<file path="src/rtl/router_in_port.sv">
// Router ingress port: deserializes the 4-byte node->router transfer into a packet FIFO
// and presents the head packet over valid/ready. Optional framing checks: ROUTER_IN_PORT_ERRCHK_EN.
//
// state | meaning
// IDLE  | waiting for a header byte {src,dest}
// B1    | header captured, expecting data[23:16]
// B2    | expecting data[15:8]
// B3    | expecting data[7:0]; packet pushed on that byte
module router_in_port #(
    parameter int DEPTH   = 4,
    parameter int PORT_ID = 0
) (
    input  logic        clock,
    input  logic        reset,
    output logic        free_outbound,
    input  logic        put_outbound,
    input  logic [7:0]  payload_outbound,
    output logic [31:0] pkt_out,
    output logic        pkt_valid,
    input  logic        pkt_ready,
    output logic [3:0]  pkt_port,
    output logic        framing_err
);

    localparam int CW = $clog2(DEPTH + 1);
    localparam int PW = (DEPTH > 1) ? $clog2(DEPTH) : 1;
    localparam logic [CW-1:0] DEPTH_C  = CW'(DEPTH);
    localparam logic [PW-1:0] LAST_PTR = PW'(DEPTH - 1);

    typedef enum logic [1:0] {
        IDLE = 2'd0,
        B1   = 2'd1,
        B2   = 2'd2,
        B3   = 2'd3
    } rx_state_t;

    rx_state_t     state;
    rx_state_t     next_state;
    logic [7:0]    hdr_q;
    logic [7:0]    data_hi_q;
    logic [7:0]    data_mid_q;
    logic [31:0]   mem [DEPTH];
    logic [PW-1:0] wr_ptr;
    logic [PW-1:0] rd_ptr;
    logic [PW-1:0] rd_ptr_next;
    logic [CW-1:0] count;
    logic [CW-1:0] count_next;
    logic          push;
    logic          pop;
    logic          free_next;
    logic [31:0]   rx_pkt;
`ifdef ROUTER_IN_PORT_ERRCHK_EN
    logic          err_next;
`endif

    function automatic logic [PW-1:0] ptr_inc(input logic [PW-1:0] p);
        return (p == LAST_PTR) ? '0 : p + 1'b1;
    endfunction

    assign pkt_valid   = (count != '0);
    assign pop         = pkt_valid && pkt_ready;
    assign rx_pkt      = {hdr_q, data_hi_q, data_mid_q, payload_outbound};
    assign pkt_port    = 4'(PORT_ID);
    assign count_next  = count + CW'(push) - CW'(pop);
    assign rd_ptr_next = pop ? ptr_inc(rd_ptr) : rd_ptr;
    assign free_next   = (next_state == IDLE) && (count_next < DEPTH_C);

    always_comb begin
        next_state = state;
        push       = 1'b0;
`ifdef ROUTER_IN_PORT_ERRCHK_EN
        err_next   = 1'b0;
`endif
        case (state)
            IDLE: begin
                if (put_outbound && free_outbound) next_state = B1;
`ifdef ROUTER_IN_PORT_ERRCHK_EN
                else if (put_outbound) err_next = 1'b1;
`endif
            end
            B1: begin
                if (put_outbound) next_state = B2;
`ifdef ROUTER_IN_PORT_ERRCHK_EN
                else begin
                    next_state = IDLE;
                    err_next   = 1'b1;
                end
`endif
            end
            B2: begin
                if (put_outbound) next_state = B3;
`ifdef ROUTER_IN_PORT_ERRCHK_EN
                else begin
                    next_state = IDLE;
                    err_next   = 1'b1;
                end
`endif
            end
            B3: begin
                if (put_outbound) begin
                    next_state = IDLE;
                    push       = 1'b1;
                end
`ifdef ROUTER_IN_PORT_ERRCHK_EN
                else begin
                    next_state = IDLE;
                    err_next   = 1'b1;
                end
`endif
            end
            default: next_state = IDLE;
        endcase
    end

    always_ff @(posedge clock or posedge reset) begin
        if (reset) begin
            state         <= IDLE;
            hdr_q         <= '0;
            data_hi_q     <= '0;
            data_mid_q    <= '0;
            wr_ptr        <= '0;
            rd_ptr        <= '0;
            count         <= '0;
            free_outbound <= 1'b0;
            pkt_out       <= '0;
        end else begin
            state         <= next_state;
            count         <= count_next;
            rd_ptr        <= rd_ptr_next;
            free_outbound <= free_next;
            if (push) wr_ptr <= ptr_inc(wr_ptr);
            if (state == IDLE && put_outbound && free_outbound) hdr_q <= payload_outbound;
            if (state == B1 && put_outbound) data_hi_q  <= payload_outbound;
            if (state == B2 && put_outbound) data_mid_q <= payload_outbound;
            // Registered head: a packet pushed into an empty (or draining-to-empty) FIFO
            // is not in mem yet, so it is taken straight from the assembly bytes.
            if (count_next != '0) begin
                pkt_out <= (push && wr_ptr == rd_ptr_next) ? rx_pkt : mem[rd_ptr_next];
            end
        end
    end

    always_ff @(posedge clock) begin
        if (push) mem[wr_ptr] <= rx_pkt;
    end

`ifdef ROUTER_IN_PORT_ERRCHK_EN
    always_ff @(posedge clock or posedge reset) begin
        if (reset) framing_err <= 1'b0;
        else       framing_err <= err_next;
    end
`else
    assign framing_err = 1'b0;
`endif

endmodule

</file>
<file path="config.mk">
export PLATFORM = sky130hd
export DESIGN_NAME = router_in_port
export DESIGN_NICKNAME = d
export VERILOG_FILES = /design/src/rtl/router_in_port.sv
export SDC_FILE = /design/constraint.sdc
export NUM_CORES = 1
export LEC_CHECK = 0
export ABC_CLOCK_PERIOD_IN_PS = 4050
export CAP_MARGIN = 40
export CORE_MARGIN = 4
export CORE_UTILIZATION = 45
export DETAILED_ROUTE_END_ITERATION = 6
export PLACE_DENSITY = 0.63
export SYNTH_ARGS = -nofsm -noshare
export SYNTH_HDL_FRONTEND = slang
export SYNTH_SLANG_ARGS = --single-unit
</file>
<file path="constraint.sdc">
create_clock -name clock -period 4.05 [get_ports clock]
set_clock_uncertainty 0.1 [all_clocks]
set_input_delay 0.81 -clock clock [delete_from_list [all_inputs] [get_ports clock]]
set_output_delay 0.81 -clock clock [all_outputs]
set_load 0.1 [all_outputs]
</file>
# Yosys cells after proc, flatten, opt, wreduce, memory -nomap -nowiden
# Memory sizes are Yosys's and may differ from the RTL's. A register that Yosys moved wholly into a read port is not among the register bits.
# Cells that the tools add are included.
# word_totals
wordCells	42
in_bits	12
n_memories	1
register_bits	34
ram_bits	128
# mem_list
name	depth	word_bits	read_ports	rd_ports_with_merged_regs	wr	line	source
mem	4	32	1	1	1	42	logic [31:0] mem [DEPTH];
# op_classes
mux	12
n_lt_le_gt_ge	1
addsub	4
eq_ne	5
n_reduce_logical	11
# ops
operator	count
2-bit 2-to-1 mux	7
2-bit equality test (second input constant)	4
2-bit one-hot mux with 4 select lines	1
1-bit logical AND	7
3-bit nonzero test	2
2-bit by 1-bit adder with 2-bit output (second input constant)	2
2-bit logical NOT	2
1-bit 2-to-1 mux	4
3-bit by 1-bit adder with 3-bit output	1
3-bit less-than comparator (second input constant)	1
3-bit by 1-bit subtractor with 3-bit output	1
2-bit by 1-bit equality test with 1-bit output (second input constant)	1

# Depth between registers and ports, before layout
# logic_depth
depth_word	6
ltp_mapped	15

# Least setup slack after synthesis
# OpenSTA, ideal clock, no wires.
# synth_path
path_type	input-to-reg
start	input put_outbound
end	register pkt_out[23] (read register of mem)
arrival_time_ns	3.344
cell_stages	15
slack_ns	0.479
n_path_buf	3
cell_sequence	and3_1 -> clkbuf_1 -> inv_1 -> ha_1 -> inv_1 -> ha_1 -> inv_1 -> fa_1 -> xor3_2 -> nor3_4 -> nor2_1 -> and3_1 -> buf_6 -> buf_6 -> a221o_1
# synth_via
elab_chain_cells	5
# synth_rtl
item	line	source
start, declared	16	input logic put_outbound,
1-bit 2-to-1 mux	100	if (put_outbound) begin
1-bit 2-to-1 mux	74	case (state)
3-bit by 1-bit adder with 3-bit output	64	assign count_next = count + CW'(push) - CW'(pop);
3-bit by 1-bit subtractor with 3-bit output	64	
via count_next[2]	47	logic [CW-1:0] count_next;
3-bit nonzero test	137	if (count_next != '0) begin
end, declared	18	output logic [31:0] pkt_out,
# The timed path passes the listed nets, and every way through them passes these cells.
# A chain may end at the register's enable or synchronous reset.

# Worst setup path in the final report
# layout_path
start	input put_outbound
end	register pkt_out[31] (read register of mem)
# The elaborated chain is that of the path after synthesis.

==> results.sh <==
export IMPL_outcome="complete, no violations"
export IMPL_worstSetupPathDepth=14
export IMPL_clock_sinks=194
export IMPL_synth_top_flop_cell="edfxtp_1"
export IMPL_critPathKind="in -> reg"
export IMPL_via_count=4115
export IMPL_overflow=0
export IMPL_syn_inst=456
export IMPL_fin_cells=786
export IMPL_path_cells="clkdlybuf4s50_1 > and3_1 > inv_1 > ha_1 > inv_1 > ha_1 > inv_1 > fa_1 > xor3_2 > nor3_4 > nor2_1 > and3_1 > buf_12 > a221o_1"
export IMPL_cp_slowest_cell="clkdlybuf4s50_1"
export IMPL_drc=0
export IMPL_boundaryPins=51
export IMPL_synth_avg_cell_area_sq_um=17.23
export IMPL_cts_repair_resized=0
export IMPL_holdPathStages=0
export IMPL_design_core_area_sq_um=17180
export IMPL_routed_wirelength_um=15630
export IMPL_fin_area_sq_um=9784
export IMPL_cts_tree="built"
export IMPL_critPathMaxStageDelay_ps=470
export IMPL_yosys_warnings=0
export IMPL_layout_nets=568
export IMPL_placed_cells=754
export IMPL_maxCapViolations=0
export IMPL_synth_area_sq_um=7856
export IMPL_grt_pass1_wl_um=25190
export IMPL_cts_setup_buffers=0
export IMPL_rsz0062_at_grt="false"
export IMPL_setup_viol=0
export IMPL_dp_hpwl_um=9135
export IMPL_drive_above_1_share_pct=20.86
export IMPL_dieArea_sq_um=19640
export IMPL_synth_async_reset_ratio_pct=34.02
export IMPL_firstDrtPassIters=4
export IMPL_worst_pin_slew_ps=703.5
export IMPL_io_buffers=45
export IMPL_fin_crit_sh_pct=87.59
export IMPL_path_buf_inv=5
export IMPL_fillCellCount=1350
export IMPL_slew_violations=0
export IMPL_std_cell_rows=48
export IMPL_cts_htree_levels=4
export IMPL_grt_usage_pct=17.00
export IMPL_crit_top_cell="inv_1"
export IMPL_antennaDiodeCount=0
export IMPL_multi_input_area_sq_um=2160
export IMPL_die_w_um=140.1
export IMPL_cts_hold_fix_buffers=0
export IMPL_numCtsBuffers=17
export IMPL_seqCellArea_sq_um=5495
export IMPL_insertion_delay_ps=420
export IMPL_start_util_pct=45.74
export IMPL_ant_nets=0
export IMPL_vias_per_cell=5.235
export IMPL_area_delta_synth_final_pct=24.54
export IMPL_start_kind="primary input"
export IMPL_arrival_ps=3750
export IMPL_hp_class="reg -> reg"
export IMPL_cpLargestDelayFamily="buffers and inverters"
export IMPL_grt_pass1_vias=4521
export IMPL_clk_pin_slew_worst_paths_ps=70
export IMPL_synth_distinct_cells=30
export IMPL_synth_seq_area_share_pct=69.95
export IMPL_min_period_ps=3547
export IMPL_hold_violations=0
export IMPL_die_h_um=140.1
export IMPL_antenna_found_initial=0
export IMPL_gp_congestion=0.7186
export IMPL_synth_edf_count=128
export IMPL_critPathCaptureType="flop"
export IMPL_ff2ff_path_depth=13
export IMPL_ys_seq_elements=194
export IMPL_placed_area_sq_um=9158
export IMPL_cts_buffer_depth=2
export IMPL_worstPathRequired_ps=4250
export IMPL_relSlewSlack_pct=53.03
export IMPL_wl_per_cell_um=19.88
export IMPL_max_freq_mhz=281.9
export IMPL_grt_max_degree=66
export IMPL_cts_root_buf="clkbuf_16"
export IMPL_drtIter0Drc=277
export IMPL_setup_tns_ps=0
export IMPL_crit_path_max_fanout=23
-- layout by cell type, fill, tap and decap left out, drive strengths merged --
cell type / instances
nand3b: 1
nor4bb: 1
and3: 2
clkinvlp: 3
inv: 12
mux2: 25
or3: 2
o31ai: 1
o21ai: 2
fa: 1
a221o: 32
ha: 7
clkinv: 3
dfrtp: 66
bufinv: 4
a31oi: 1
or2: 1
nand2: 4
xor3: 1
and2: 36
mux2i: 98
nor2: 4
xnor2: 2
nor3: 2
conb: 5
clkdlybuf4s50: 45
buf: 52
edfxtp: 128
clkbuf: 20
-- Yosys cell counts, types with 2 or more instances --
cell type    n  area, sq um
dfrtp_1     66         1652
o21ai_0      2        10.01
buf_4        6        45.04
ha_1         7        87.58
inv_1       10        37.54
or3_1        2        12.51
edfxtp_1   128         3844
a221o_1     32        320.3
mux2_2      25        281.5
clkbuf_1     6        22.52
nand2_1      4        15.01
nor2_1       4        15.01
mux2i_1     97        970.9
buf_2        7        35.03
buf_6        9        101.4
and3_1       2        12.51
and2_1      36        225.2
-- sequential cells by signal, summed over array words and instances, names as in the netlist --
name / cells
rd_ptr: 2
free_outbound: 1
hdr_q: 8
wr_ptr: 2
mem: 128
pkt_out: 32
count: 3
state: 2
data_hi_q: 8
data_mid_q: 8
-- path summary, 6_finish.rpt --
| check | to | from | slack [ps] |
|---|---|---|---|
| max | pkt_out[31]$_DFFE_PP0P_ | put_outbound | 500 |
| min | mem[2][10]$_DFFE_PP_ | data_mid_q[2]$_DFFE_PP0P_ | 440 |
| max reg2reg | pkt_out[31]$_DFFE_PP0P_ | count[1]$_DFF_PP0_ | 630 |
| min reg2reg | mem[2][10]$_DFFE_PP_ | data_mid_q[2]$_DFFE_PP0P_ | 440 |
| max in group asynchronous | pkt_out[27]$_DFFE_PP0P_ | reset | 2470 |
| min in group asynchronous | state[0]$_DFF_PP0_ | reset | 710 |
-- layout make-up --
cell class	instances	area share, %
sequential	194	56.16
multi-input combinational	228	22.07
timing repair buffer	97	12.10
clock buffer	20	4.565
tap	225	2.877
clock inverter	12	1.841
inverter	10	0.3836
-- metal layers --
metal  vias up  routed length [um]  global-route usage, %
met2        84                8043                  29.45
met5         -                   0                      0
met1      2105                6740                  21.91
li1       1910                   -                      -
met3        16                 665                  2.970
met4         0                 179                  5.354
-- stage by stage --
step	hold WS [ps]	setup WS, ps	util [%]
6_report	441.3	502.6	56.96
5_1_grt	474.3	359.1	56.96
4_1_cts	443.3	498.9	56.96
3_5_place_dp	430.7	62.73	53.31
3_3_place_gp	415.1	150.6	50.12
2_1_floorplan	391.4	479.5	-
-- cell families (layout without fill, tap and decap cells) --
| kind of cell | after synthesis | in the layout | synth area share, % |
|---|---|---|---|
| multiplexers | 123 | 123 | 16.23 |
| XOR/XNOR | 3 | 3 | 0.6371 |
| other | 1 | 5 | 0.04773 |
| buffers and inverters | 38 | 139 | 3.074 |
| AND/OR/NAND/NOR | 53 | 53 | 4.141 |
| flip-flops | 194 | 194 | 69.95 |
| AO/OA/AOI/OAI | 36 | 36 | 4.555 |
| adder cells (fa/ha/maj) | 8 | 8 | 1.370 |
Power is left out: the tool's default activity adds up to more than one toggle a clock period on the data nets, which glitch-free logic cannot reach.
